--- config.mk ---
export PLATFORM = sky130hd
export DESIGN_NAME = shift_seq_ctrl
export DESIGN_NICKNAME = d
export VERILOG_FILES = /design/src/rtl/shift_seq_ctrl_pkg.sv /design/src/rtl/shift_seq_ctrl_shamt_step.sv /design/src/rtl/shift_seq_ctrl.sv
export SDC_FILE = /design/constraint.sdc
export NUM_CORES = 1
export LEC_CHECK = 0
export BUFFER_PORTS_ARGS = -buffer_cell sky130_fd_sc_hd__buf_2
export CAP_MARGIN = 5
export CORE_ASPECT_RATIO = 1.75
export CORE_MARGIN = 3
export CORE_UTILIZATION = 40
export CTS_CLUSTER_SIZE = 25
export DETAILED_ROUTE_END_ITERATION = 16
export GPL_TIMING_DRIVEN = 0
export PLACE_DENSITY = 0.78
export SLEW_MARGIN = 10
export SYNTH_ARGS = -nofsm -noshare
export SYNTH_HDL_FRONTEND = slang
export SYNTH_SLANG_ARGS = --single-unit
--- constraint.sdc ---
create_clock -name clk -period 1.85 [get_ports clk]
set_input_delay 0.185 -clock clk [delete_from_list [all_inputs] [get_ports clk]]
set_output_delay 0.185 -clock clk [all_outputs]
set_load 0.005 [all_outputs]
--- src/rtl/shift_seq_ctrl_pkg.sv ---
// Shared definitions for the shifter sequencing controller: shifter op codes,
// command op encodings, FSM state type and the per-cycle shift limit.
package shift_seq_ctrl_pkg;

  // Shifter op codes (sh_op)
  localparam logic [2:0] SH_NOP  = 3'b000;
  localparam logic [2:0] SH_LOAD = 3'b001;
  localparam logic [2:0] SH_LSL  = 3'b010;
  localparam logic [2:0] SH_LSR  = 3'b011;
  localparam logic [2:0] SH_ASR  = 3'b100;

  // Command op encodings (req_op)
  localparam logic [1:0] REQ_LOAD = 2'b00;
  localparam logic [1:0] REQ_LSL  = 2'b01;
  localparam logic [1:0] REQ_LSR  = 2'b10;
  localparam logic [1:0] REQ_ASR  = 2'b11;

  // Largest shift the shifter performs in one cycle (2-bit shamt)
  localparam int MAX_STEP = 3;

  typedef enum logic [1:0] {
    ST_IDLE  = 2'd0,
    ST_LOAD  = 2'd1,
    ST_SHIFT = 2'd2,
    ST_DONE  = 2'd3
  } state_e;

  // Command op to shifter op; LOAD-only never reaches SHIFT, so it maps to NOP.
  function automatic logic [2:0] req_to_sh_op(input logic [1:0] op);
    logic [2:0] sh;
    sh = SH_NOP;
    case (op)
      REQ_LSL: sh = SH_LSL;
      REQ_LSR: sh = SH_LSR;
      REQ_ASR: sh = SH_ASR;
      default: sh = SH_NOP;
    endcase
    return sh;
  endfunction

endpackage

--- src/rtl/shift_seq_ctrl_shamt_step.sv ---
// Splits the remaining shift amount into the next per-cycle step (at most
// MAX_STEP) and flags when this step finishes the command.
module shamt_step
  import shift_seq_ctrl_pkg::*;
#(
  parameter int AMT_W = 3
) (
  input  logic [AMT_W-1:0] rem,
  output logic [1:0]       step,
  output logic             last
);

  // Clamp the remaining amount to one shifter cycle's worth
  always_comb begin
    last = (rem <= AMT_W'(MAX_STEP));
    step = last ? rem[1:0] : 2'(MAX_STEP);
  end

endmodule

--- src/rtl/shift_seq_ctrl.sv ---
// Sequencing controller for the 8-bit shifter: accepts a command, loads the
// operand, issues as many <=3-position shifts as needed and returns the result.
//
// state | meaning
// ------+-------------------------------------------------------------
// IDLE  | ready for a command; shifter held with NOP
// LOAD  | shifter loads the latched operand
// SHIFT | one shift of min(rem,3) positions per cycle, fed back from sh_q
// DONE  | done pulse; sh_q holds the final value and is captured to result
module shift_seq_ctrl
  import shift_seq_ctrl_pkg::*;
#(
  parameter int AMT_W = 3
) (
  input  logic             clk,
  input  logic             reset_n,
  input  logic             req_valid,
  output logic             req_ready,
  input  logic [1:0]       req_op,
  input  logic [AMT_W-1:0] req_amt,
  input  logic [7:0]       req_data,
  input  logic [7:0]       sh_q,
  output logic [2:0]       sh_op,
  output logic [1:0]       sh_shamt,
  output logic [7:0]       sh_d_in,
  output logic             busy,
  output logic             done,
  output logic [7:0]       result
);

  state_e           state_q, state_d;
  logic [1:0]       op_q, op_d;
  logic [AMT_W-1:0] rem_q, rem_d;
  logic [7:0]       data_q, data_d;
  logic [7:0]       result_q, result_d;

  logic [1:0]       step;
  logic             last;

  shamt_step #(.AMT_W(AMT_W)) u_shamt_step (
    .rem  (rem_q),
    .step (step),
    .last (last)
  );

  // State and command registers; reset returns to IDLE from anywhere
  always_ff @(posedge clk or negedge reset_n) begin
    if (!reset_n) begin
      state_q  <= ST_IDLE;
      op_q     <= '0;
      rem_q    <= '0;
      data_q   <= '0;
      result_q <= '0;
    end else begin
      state_q  <= state_d;
      op_q     <= op_d;
      rem_q    <= rem_d;
      data_q   <= data_d;
      result_q <= result_d;
    end
  end

  // Next-state, command latch and shifter drive
  always_comb begin
    state_d  = state_q;
    op_d     = op_q;
    rem_d    = rem_q;
    data_d   = data_q;
    result_d = result_q;
    sh_op    = SH_NOP;
    sh_shamt = 2'd0;
    sh_d_in  = sh_q;

    case (state_q)
      ST_IDLE: begin
        if (req_valid) begin
          op_d    = req_op;
          rem_d   = req_amt;
          data_d  = req_data;
          state_d = ST_LOAD;
        end
      end
      ST_LOAD: begin
        sh_op   = SH_LOAD;
        sh_d_in = data_q;
        if (rem_q == '0 || op_q == REQ_LOAD) state_d = ST_DONE;
        else                                 state_d = ST_SHIFT;
      end
      ST_SHIFT: begin
        // The shifter shifts d_in, so the current register value is fed back
        sh_op    = req_to_sh_op(op_q);
        sh_shamt = step;
        rem_d    = rem_q - AMT_W'(step);
        if (last) state_d = ST_DONE;
      end
      ST_DONE: begin
        result_d = sh_q;
        state_d  = ST_IDLE;
      end
      default: state_d = ST_IDLE;
    endcase
  end

  // Status outputs decoded from the registered state
  always_comb begin
    req_ready = (state_q == ST_IDLE);
    busy      = (state_q != ST_IDLE);
    done      = (state_q == ST_DONE);
    result    = result_q;
  end

endmodule

==> flow_summary.ini <==
[run_status]
outcome = finished, final reports clean

[yosys]
synth-main-ff-cell = dfrtp_1
synth_cell_types = 27
yosysWarnings = 0
synth_seq_cells = 23
synthMuxAreaShare_pct = 26.8
synthCells = 99
syn_area_um2 = 1260
synth_compound_area_share_pct = 7.63
synth-edff-count = 0
synth_xor_area_share_pct = 0
avgSynthCellArea_um2 = 12.8
synth-async-reset-ratio_pct = 100
synth_top_family_by_area = multiplexers
ys_seq_area_share_pct = 45.6
synth_fp_nets = 131
synth_adder_area_share_pct = 7.93
synth-simple-area-share_pct = 7.73

[timing]
rsz0062_at_grt = true
fmax_mhz = 569
max_slew.worst_pin.slew_ns = 0.506
setup_ws_ns = 0.0928
fin_crit_ns = 1.76
hold-worst-slack_ns = 0.149
maxSlewHeadroom_pct = 66.3
fin_crit_sh_pct = 95.0
final_hold_viol_count = 0
setup_violations = 0
final_max_slew_viol_count = 0
clock_skew_ns = 0.00620

[detailed_routing]
routed_wl_mm = 2.79
detail-route-antenna-nets = 0
firstDrtPassIters = 4
drcViolationCount = 0
drtIter0Drc = 16
vias = 976
wl_per_cell_um = 14.4
viasPerCell = 5.03

[power_and_ir_drop]
power_frac_comb_pct = 55.5
p_int_mw = 1.79
power_frac_seq_pct = 33.6
p_clk_share_pct = 10.9
vdd_drop_max_mv = 0.958
p_total_mw = 2.77
leakage_nw = 0.829
switching_share_pct = 35.5
pwr_density_cell_nw_per_um2 = 1710
p_switching_mw = 0.984

[setup_path]
r2r_start = state_q[0]$_DFFE_PN0P_
start_kind = flop
r2r_end = rem_q[1]$_DFFE_PN0P_
ff2ff_setup_slack_ns = 0.13
crit_end = sh_op[1]
cp_data_required_time_ns = 1.66
crit_fanout = 10
cp_slowest_cell = dfrtp_1
rr_worst_depth = 5
critPathMaxStageDelay_ns = 0.42
crit_arrival_ns = 1.57
end_kind = output pin
critPathLaunch = state_q[0]$_DFFE_PN0P_
worstSetupPathType = reg -> out
cp_cell_sequence = inv_1 -> ha_1 -> clkbuf_2 -> and3_1 -> buf_2

[final_layout]
layout.nets = 185
drive_above_1_share_pct = 57.2
postLayoutCellArea_um2 = 1620
nFillCells = 255
num_antenna_cells = 0
area_growth_pct = 28.4

[place]
dp_worst_setup_slack_ns = 0.145
io_buffers = 47
place_area_um2 = 1550
gp_congestion = 0.687
hpwl_mm = 2.27

[cts]
cts_htree_levels = 1
clkLatencyLatePin_ns = 0.26
cts.sinks = 23
cts_tree = built
clk_pin_slew_ns = 0.08
cts-root-buf = clkbuf_8
cts_made_buffers = 3
cts_buffer_depth = 2

[floorplan]
core_um2 = 2960
fp.dieH_um = 80.3
dieArea_um2 = 3890
rows = 26
ios = 48
die_w_um = 48.5
initial_utilization_pct = 42.6

[global_route]
grt_pass1_wl_mm = 4.56
antenna_found_initial = 0
grt_pass1_vias = 999
track_usage_pct = 15.2
grt_max_degree = 24
grt-ovfl-total = 0

[hold_path]
hold_start = req_data[6]
hold_path.class = in -> reg

[run]
drv_cap = 0
[cells in the mapped netlist, types with 2 or more instances]
library cell / instances / area [um^2]
dfrtp_1: 23 / 576
a21oi_1: 4 / 20.0
buf_2: 2 / 10.0
nand2_1: 3 / 11.3
inv_1: 6 / 22.5
mux2_2: 18 / 203
o21ai_0: 2 / 10.0
and3_1: 2 / 12.5
mux2_4: 9 / 135
ha_1: 8 / 100
nand2b_1: 3 / 18.8
nor2b_1: 2 / 12.5
o21a_1: 3 / 22.5
[worst min-delay path by stage]
stage / endpoint / slack (ns) / cells past startpoint
floorplan: data_q[0]$_DFFE_PN0P_ / -0.11 / 0
global placement: data_q[1]$_DFFE_PN0P_ / 0.17 / 1
detailed placement: data_q[1]$_DFFE_PN0P_ / 0.18 / 1
CTS: data_q[3]$_DFFE_PN0P_ / 0.15 / 2
global route: data_q[7]$_DFFE_PN0P_ / 0.15 / 2
finish: data_q[6]$_DFFE_PN0P_ / 0.15 / 2
[layout by cell type (no fill, tap or decap), types with 2 or more instances in the layout]
master and count:
o21a_1 3, ha_1 8, nor2b_1 2, clkbuf_8 3, buf_4 2, nand2b_1 3
buf_6 2, buf_2 48, mux2_2 18, nand2_1 3, inv_1 6, a21oi_1 4
dfrtp_1 23, and3_1 2, mux2_4 9, o21ai_0 2
[sequential cells by signal, summed over array words and instances, names as in the netlist]
register / count
data_q: 8
result: 8
rem_q: 3
op_q: 2
state_q: 2
[worst max-delay path: cells and delay by family (launching register included)]
family                   cells  cell delay, ns
buffers and inverters        3            0.48
flip-flops                   1            0.42
adder cells (fa/ha/maj)      1            0.25
AND/OR/NAND/NOR              1            0.17
[power groups by stage]
stage | Combinational [mW] | Sequential (mW) | Clock (mW)
detailed placement | 1.51 | 0.937 | 0
finish | 1.54 | 0.932 | 0.302
global placement | 1.43 | 0.912 | 0
global route | 1.70 | 0.968 | 0.327
floorplan | 1.02 | 0.905 | 0
CTS | 1.53 | 0.933 | 0.311
[timing repair]
item | CTS | global route
buffers inserted | 0 | 1
hold buffers | 1 | 0
pin swaps | 0 | 0
resized for setup | 2 | 1
endpoints found under the setup margin | 12 | 8
endpoints found under the hold margin | 23 | 0
[stage by stage]
step,instances,utilization (%),setup TNS (ns)
3_3_place_gp,188,52.4,0
6_report,194,54.8,0
2_1_floorplan,99,-,0
5_1_grt,194,54.8,-0.0408
4_1_cts,193,54.4,0
3_5_place_dp,188,52.4,0
[kinds of logic after synthesis]
kind of cell / count (synthesis)
AO/OA/AOI/OAI: 14
flip-flops: 23
adder cells (fa/ha/maj): 8
multiplexers: 27
AND/OR/NAND/NOR: 16
buffers and inverters: 11
[per-layer routing]
layer | up-vias | wire [um] | track usage (%)
met5 | - | 0 | 0
met4 | 0 | 44 | 6.84
met3 | 4 | 126 | 1.30
met2 | 34 | 1620 | 31.5
met1 | 480 | 1000 | 14.8
li1 | 458 | - | -
[area by class of cell]
type                       instances  area (um^2)  share of cell area, %
inverter                           6         22.5                   1.39
clock buffer                       3         41.3                   2.55
buffer                             5         40.0                   2.47
timing repair buffer              49          253                   15.6
multi-input combinational         65          632                   39.0
sequential                        23          576                   35.5
clock inverter                     1         5.00                  0.309
tap                               42         52.6                   3.24
No activity file was read; power rests on OpenSTA's default activity.
